[src/rtl/des_block_serializer_if.sv]
// Block-in / byte-out bus of the DES block serializer.
// master: serializer side (captures blocks, drives the byte stream); slave: upstream core plus byte sink.
interface des_block_serializer_if;
   logic [63:0] trans_data;
   logic        trans_data_ready;
   logic        handshake_ack;
   logic [7:0]  tx_byte;
   logic        tx_valid;
   logic        tx_ready;
   logic        tx_last;

   modport master (
      input  trans_data, trans_data_ready, tx_ready,
      output handshake_ack, tx_byte, tx_valid, tx_last
   );

   modport slave (
      output trans_data, trans_data_ready, tx_ready,
      input  handshake_ack, tx_byte, tx_valid, tx_last
   );
endinterface

[src/rtl/des_block_serializer.sv]
// Captures 64-bit DES blocks and streams them out as 8 bytes on a valid/ready link.
// Optional macro DES_SER_DOUBLE_BUF_EN adds a hold register so blocks stream with no IDLE bubble.
module des_block_serializer #(
   parameter int LSB_FIRST = 0,
   parameter int CNT_W     = 16
) (
   input  logic                 clk,
   input  logic                 rst,
   des_block_serializer_if.master bus,
   output logic                 busy,
   output logic [CNT_W-1:0]     blocks_sent
);
   typedef enum logic {IDLE, SEND} state_t;

   state_t      state;
   logic [63:0] sreg;
   logic [2:0]  idx;
   logic        armed;
   logic        ack_q;
   logic        accept;
   logic        cap;
   logic [63:0] sreg_shift;
   logic [7:0]  cur_byte;

   assign accept = (state == SEND) && bus.tx_ready;

   // The shift register always presents the next byte at the same end.
   assign cur_byte   = (LSB_FIRST != 0) ? sreg[7:0] : sreg[63:56];
   assign sreg_shift = (LSB_FIRST != 0) ? (sreg >> 8) : (sreg << 8);

`ifdef DES_SER_DOUBLE_BUF_EN
   logic [63:0] hold;
   logic        hold_full;

   assign cap  = armed && bus.trans_data_ready && ((state == IDLE) || !hold_full);
   assign busy = (state == SEND) || hold_full;
`else
   assign cap  = armed && bus.trans_data_ready && (state == IDLE);
   assign busy = (state == SEND);
`endif

   always_ff @(posedge clk) begin
      if (rst) begin
         state       <= IDLE;
         sreg        <= '0;
         idx         <= '0;
         armed       <= 1'b0;
         ack_q       <= 1'b0;
         blocks_sent <= '0;
`ifdef DES_SER_DOUBLE_BUF_EN
         hold        <= '0;
         hold_full   <= 1'b0;
`endif
      end else begin
         ack_q <= cap;
         // Upstream ready stays high a cycle past the ack; require a low sample before recapturing.
         if (cap)
            armed <= 1'b0;
         else if (!bus.trans_data_ready)
            armed <= 1'b1;

         case (state)
            IDLE: begin
               if (cap) begin
                  sreg  <= bus.trans_data;
                  idx   <= '0;
                  state <= SEND;
               end
            end
            SEND: begin
               if (accept) begin
                  if (idx == 3'd7) begin
                     blocks_sent <= blocks_sent + CNT_W'(1);
                     idx         <= '0;
`ifdef DES_SER_DOUBLE_BUF_EN
                     if (hold_full) begin
                        sreg      <= hold;
                        hold_full <= 1'b0;
                     end else if (cap) begin
                        sreg <= bus.trans_data;
                     end else begin
                        state <= IDLE;
                     end
`else
                     state <= IDLE;
`endif
                  end else begin
                     idx  <= idx + 3'd1;
                     sreg <= sreg_shift;
                  end
               end
            end
            default: state <= IDLE;
         endcase

`ifdef DES_SER_DOUBLE_BUF_EN
         // A capture coinciding with the last byte goes straight to sreg above.
         if ((state == SEND) && cap && !(accept && (idx == 3'd7))) begin
            hold      <= bus.trans_data;
            hold_full <= 1'b1;
         end
`endif
      end
   end

   assign bus.handshake_ack = ack_q;
   assign bus.tx_valid      = (state == SEND);
   assign bus.tx_last       = (state == SEND) && (idx == 3'd7);
   assign bus.tx_byte       = (state == SEND) ? cur_byte : 8'h00;
endmodule

[src/flat_wrapper.sv]
// flat-port wrapper written by rule: the top's interface ports become plain ports
module des_block_serializer_flat 
#(
   parameter int LSB_FIRST = 0,
   parameter int CNT_W     = 16
)
  (clk, rst, busy, blocks_sent, bus_trans_data, bus_trans_data_ready, bus_tx_ready, bus_handshake_ack, bus_tx_byte, bus_tx_valid, bus_tx_last);
  des_block_serializer_if bus_i ();
  input  logic clk;
  input  logic rst;
  output logic busy;
  output logic [CNT_W-1:0] blocks_sent;
  input wire logic [$bits(bus_i.trans_data)-1:0] bus_trans_data;
  input wire logic [$bits(bus_i.trans_data_ready)-1:0] bus_trans_data_ready;
  input wire logic [$bits(bus_i.tx_ready)-1:0] bus_tx_ready;
  output wire logic [$bits(bus_i.handshake_ack)-1:0] bus_handshake_ack;
  output wire logic [$bits(bus_i.tx_byte)-1:0] bus_tx_byte;
  output wire logic [$bits(bus_i.tx_valid)-1:0] bus_tx_valid;
  output wire logic [$bits(bus_i.tx_last)-1:0] bus_tx_last;
  assign bus_i.trans_data = bus_trans_data;
  assign bus_i.trans_data_ready = bus_trans_data_ready;
  assign bus_i.tx_ready = bus_tx_ready;
  assign bus_handshake_ack = bus_i.handshake_ack;
  assign bus_tx_byte = bus_i.tx_byte;
  assign bus_tx_valid = bus_i.tx_valid;
  assign bus_tx_last = bus_i.tx_last;
  des_block_serializer #(.LSB_FIRST(LSB_FIRST), .CNT_W(CNT_W)) u_core (.clk(clk), .rst(rst), .bus(bus_i), .busy(busy), .blocks_sent(blocks_sent));
endmodule
[config.mk]
export PLATFORM = sky130hd
export DESIGN_NAME = des_block_serializer_flat
export DESIGN_NICKNAME = d
export VERILOG_FILES = /design/src/rtl/des_block_serializer_if.sv /design/src/rtl/des_block_serializer.sv /design/src/flat_wrapper.sv
export SDC_FILE = /design/constraint.sdc
export NUM_CORES = 1
export LEC_CHECK = 0
export BUFFER_PORTS_ARGS = -buffer_cell sky130_fd_sc_hd__buf_2
export CAP_MARGIN = 20
export CORE_MARGIN = 2
export CORE_UTILIZATION = 53
export CTS_CLUSTER_DIAMETER = 100
export DETAILED_ROUTE_END_ITERATION = 8
export MAX_ROUTING_LAYER = met4
export PLACE_DENSITY_LB_ADDON = 0.1
export SLEW_MARGIN = 25
export SYNTH_ARGS = -nofsm -noshare
export SYNTH_HDL_FRONTEND = slang
export SYNTH_SLANG_ARGS = --single-unit
[constraint.sdc]
create_clock -name clk -period 2.5 [get_ports clk]
set_input_delay 0.75 -clock clk [delete_from_list [all_inputs] [get_ports clk]]
set_output_delay 0.75 -clock clk [all_outputs]
set_load 0.03 [all_outputs]
==> summary.txt <==
Clocking
  – Max Buffers Root-to-Sink: 2
  – Num CTS Buffers: 9
  – Cts hold-fix bufs: 0
  – H-tree depth: 3
  – CTS resizes: 0
  – Latest clock arrival within the worst-skew pair: about 0.34 ns
  – TritonCTS clock tree: done
  – CTS clk-pin slew, worst paths: around 0.070 ns
  – Post-CTS Setup Inserts: 0
  – Sink Count: 86
  – Root Buffer: clkbuf_8

Drt
  – Detailed Route WL: 7901 um
  – Vias/cell: around 5.2
  – Wire length per cell: around 14 um
  – Drc violations: 0
  – DR pass1 iterations: 4
  – DR vias: slightly above 3000
  – Initial DRC count: between 90 and 100
  – ANT nets after route: 0

Die
  – Die area: around 7800 um2
  – Site Rows: 30
  – Initial Utilization: 0.5505
  – Core area: about 6800 um2
  – Die extent in y: around 88 um
  – I/O pins: between 90 and 100
  – DIE WIDTH: around 88 um

Critical path
  – Arr. time, crit path: 1.62 ns
  – CP Capture Type: output port
  – Reg2reg setup slack: roughly 0.35 ns
  – Buf+Inv Stages, Crit Path: 1
  – Worst-path maximum fanout: 7
  – Most used cell, CP: ha_1
  – Type of the worst setup path: reg2out
  – RR Startpoint: u_core.idx[0]$_SDFFE_PP0P_
  – Cell Chain, Critical Path: ha_1 -> ha_1 -> and2_1 -> buf_2
  – Critical path's slowest cell: dfxtp_1
  – Worst Reg-to-Reg Cells: 6
  – Reg2Reg Capture Point: u_core.blocks_sent[13]$_SDFFE_PP0P_
  – Largest stage delay, worst path: 0.37 ns
  – CP Launch Type: flip-flop
  – Crit path capture: bus_tx_last
  – Cell count along the critical path: 4
  – CP delay by family, top: adder cells
  – Launch point of the worst path: u_core.idx[0]$_SDFFE_PP0P_
  – Critical Path RT: between 1.5 and 2 ns

Placed design
  – Routability-driven placement congestion ratio: 0.7651
  – # port buffers: 95
  – DP HPWL: 5366 um
  – Place WS: about 0.35 ns

STA
  – Setup Skew: approximately 0.007 ns
  – Max-slew violations: 0
  – Fin Setup TNS: 0 ns
  – Worst-Margin Slew: between 0.7 and 0.8 ns
  – RSZ-0062 raised after global routing: false
  – Setup violations, final: 0
  – Fmax: between 400 and 500 MHz
  – Hold Violations, Final: 0
  – Period utilisation layout: 0.9499
  – Slew HR: 0.5305
  – Tmin final: roughly 2.4 ns
  – Post-route setup slack: 0.1254 ns

Synth
  – Cells after Synth: 399
  – #FFs+latches synth: 86
  – Asr flop ratio synth: 0
  – Synthesized Nets: 470
  – Synth warnings: 0
  – Avg Cell Area, Syn: 9.426 um2
  – Sequential area share after synthesis: 0.4578
  – Post-synth cell types: 34
  – Dominant synthesized flop cell: dfxtp_1
  – Mapped Area: 3761 um2
  – Number of flops mapped to enable cells by yosys: 0

Cells and area
  – ANT cells: 0
  – Fillers: between 600 and 700
  – Commonest non-fill, non-tap cells in the layout: 95 x buf_2, 85 x nor2_1, 85 x dfxtp_1
  – Leading cell type in the layout, fill and taps excluded: buf_2
  – Layout area overhead: 19.79%
  – Layout cells sized above 1: 0.2551
  – Nets@finish: 552

Power and ir drop
  – Worst VDD drop: about 0.36 mV
  – Static leakage: roughly 0.0018 uW
  – PwrDens: roughly 640 nW/um2

Outcome
  – Outcome: finished, final reports clean

Global routing
  – Grt total ovfl: 0
  – Total track usage: 0.2186
  – Antenna violations before repair: 0
  – First-pass GRT wire length: 13120 um
  – Largest net degree at the start of global routing: 64
  – Vias in the first global route: between 2000 and 3000

Run
  – Max-cap violations: 0

Hold path
  – Min-delay src: u_core.armed$_SDFFE_PP0N_
  – Hold Crit Class: reg2reg
how the worst min path moves through the flow:
stage / slack (ns) / end / cells after the start
floorplan: 0.45 / u_core.armed$_SDFFE_PP0N_ / 2
global placement: 0.46 / u_core.armed$_SDFFE_PP0N_ / 2
detailed placement: 0.47 / u_core.idx[1]$_SDFFE_PP0P_ / 2
CTS: 0.48 / u_core.idx[1]$_SDFFE_PP0P_ / 2
global route: 0.52 / u_core.sreg[60]$_SDFFE_PP0P_ / 2
finish: 0.48 / u_core.armed$_SDFFE_PP0N_ / 2
power breakdown:
part | switching (uW) | internal (uW)
clock | 469 | 588
sequential | 47.9 | 1450
combinational | 182 | 154
worst min-delay path: stages, from the launching register on:
cell and delay (ns):
dfxtp_1 0.32, nand2_1 0.06, a21oi_1 0.05
routing by layer:
| metal | up-vias | GRT usage | part of all wire |
|---|---|---|---|
| met5 | - | - | 0 |
| met4 | 0 | 0.07438 | 0.013 |
| met3 | 8 | 0.03358 | 0.039 |
| met2 | 73 | 0.3506 | 0.46 |
| met1 | 1353 | 0.2828 | 0.49 |
| li1 | 1594 | - | - |
cells in the mapped netlist (all sizes together) (3+ instances only):
cell type	instances	area share
a211oi	56	0.11
nor3	5	0.0080
inv	3	0.0030
nand2	8	0.0080
dfxtp	86	0.46
nor4	4	0.0067
a21oi	6	0.0080
ha	3	0.010
nor2	85	0.085
xnor2	8	0.019
clkbuf	13	0.013
buf	18	0.026
nand3	11	0.016
mux2i	57	0.15
and2	9	0.015
a22oi	8	0.016
state kept, by name, summed over array words and instances (netlist names):
signal / cells
u_core.sreg: 64
u_core.blocks_sent: 16
u_core.idx: 3
u_core.armed: 1
u_core.bus.handshake_ack: 1
u_core.bus.tx_valid: 1
layout make-up:
type,instances,area (um2),area share
Multi-Input combinational cell,279,1893,0.4202
Sequential cell,86,1725,0.3829
Timing Repair Buffer,102,540.5,0.1200
Clock buffer,12,145.1,0.03221
Tap cell,96,120.1,0.02666
Clock inverter,4,70.07,0.01555
Inverter,3,11.26,0.002499
cell families (layout without fill, tap and decap cells):
| family | count (synthesis) | in the layout | share of synthesized area |
|---|---|---|---|
| AO/OA/AOI/OAI | 77 | 77 | 0.1490 |
| buffers and inverters | 34 | 121 | 0.04192 |
| AND/OR/NAND/NOR | 130 | 130 | 0.1603 |
| XOR/XNOR | 10 | 10 | 0.02329 |
| flip-flops | 86 | 86 | 0.4578 |
| multiplexers | 59 | 59 | 0.1577 |
| adder cells (fa/ha/maj) | 3 | 3 | 0.009981 |
per-stage QoR:
stage                 util  hold WS [ns]  cells  total power [uW]  cell area, um2
finish              0.6595        0.4796    582              2888            4506
global route        0.6595        0.5205    582              3021            4506
CTS                 0.6595        0.4824    582              2910            4506
detailed placement  0.6280        0.4715    566              1862            4290
global placement    0.6280        0.4569    566              1852            4290
floorplan                -        0.4496    399              1754            3761
(Power assumes the default switching activity.)
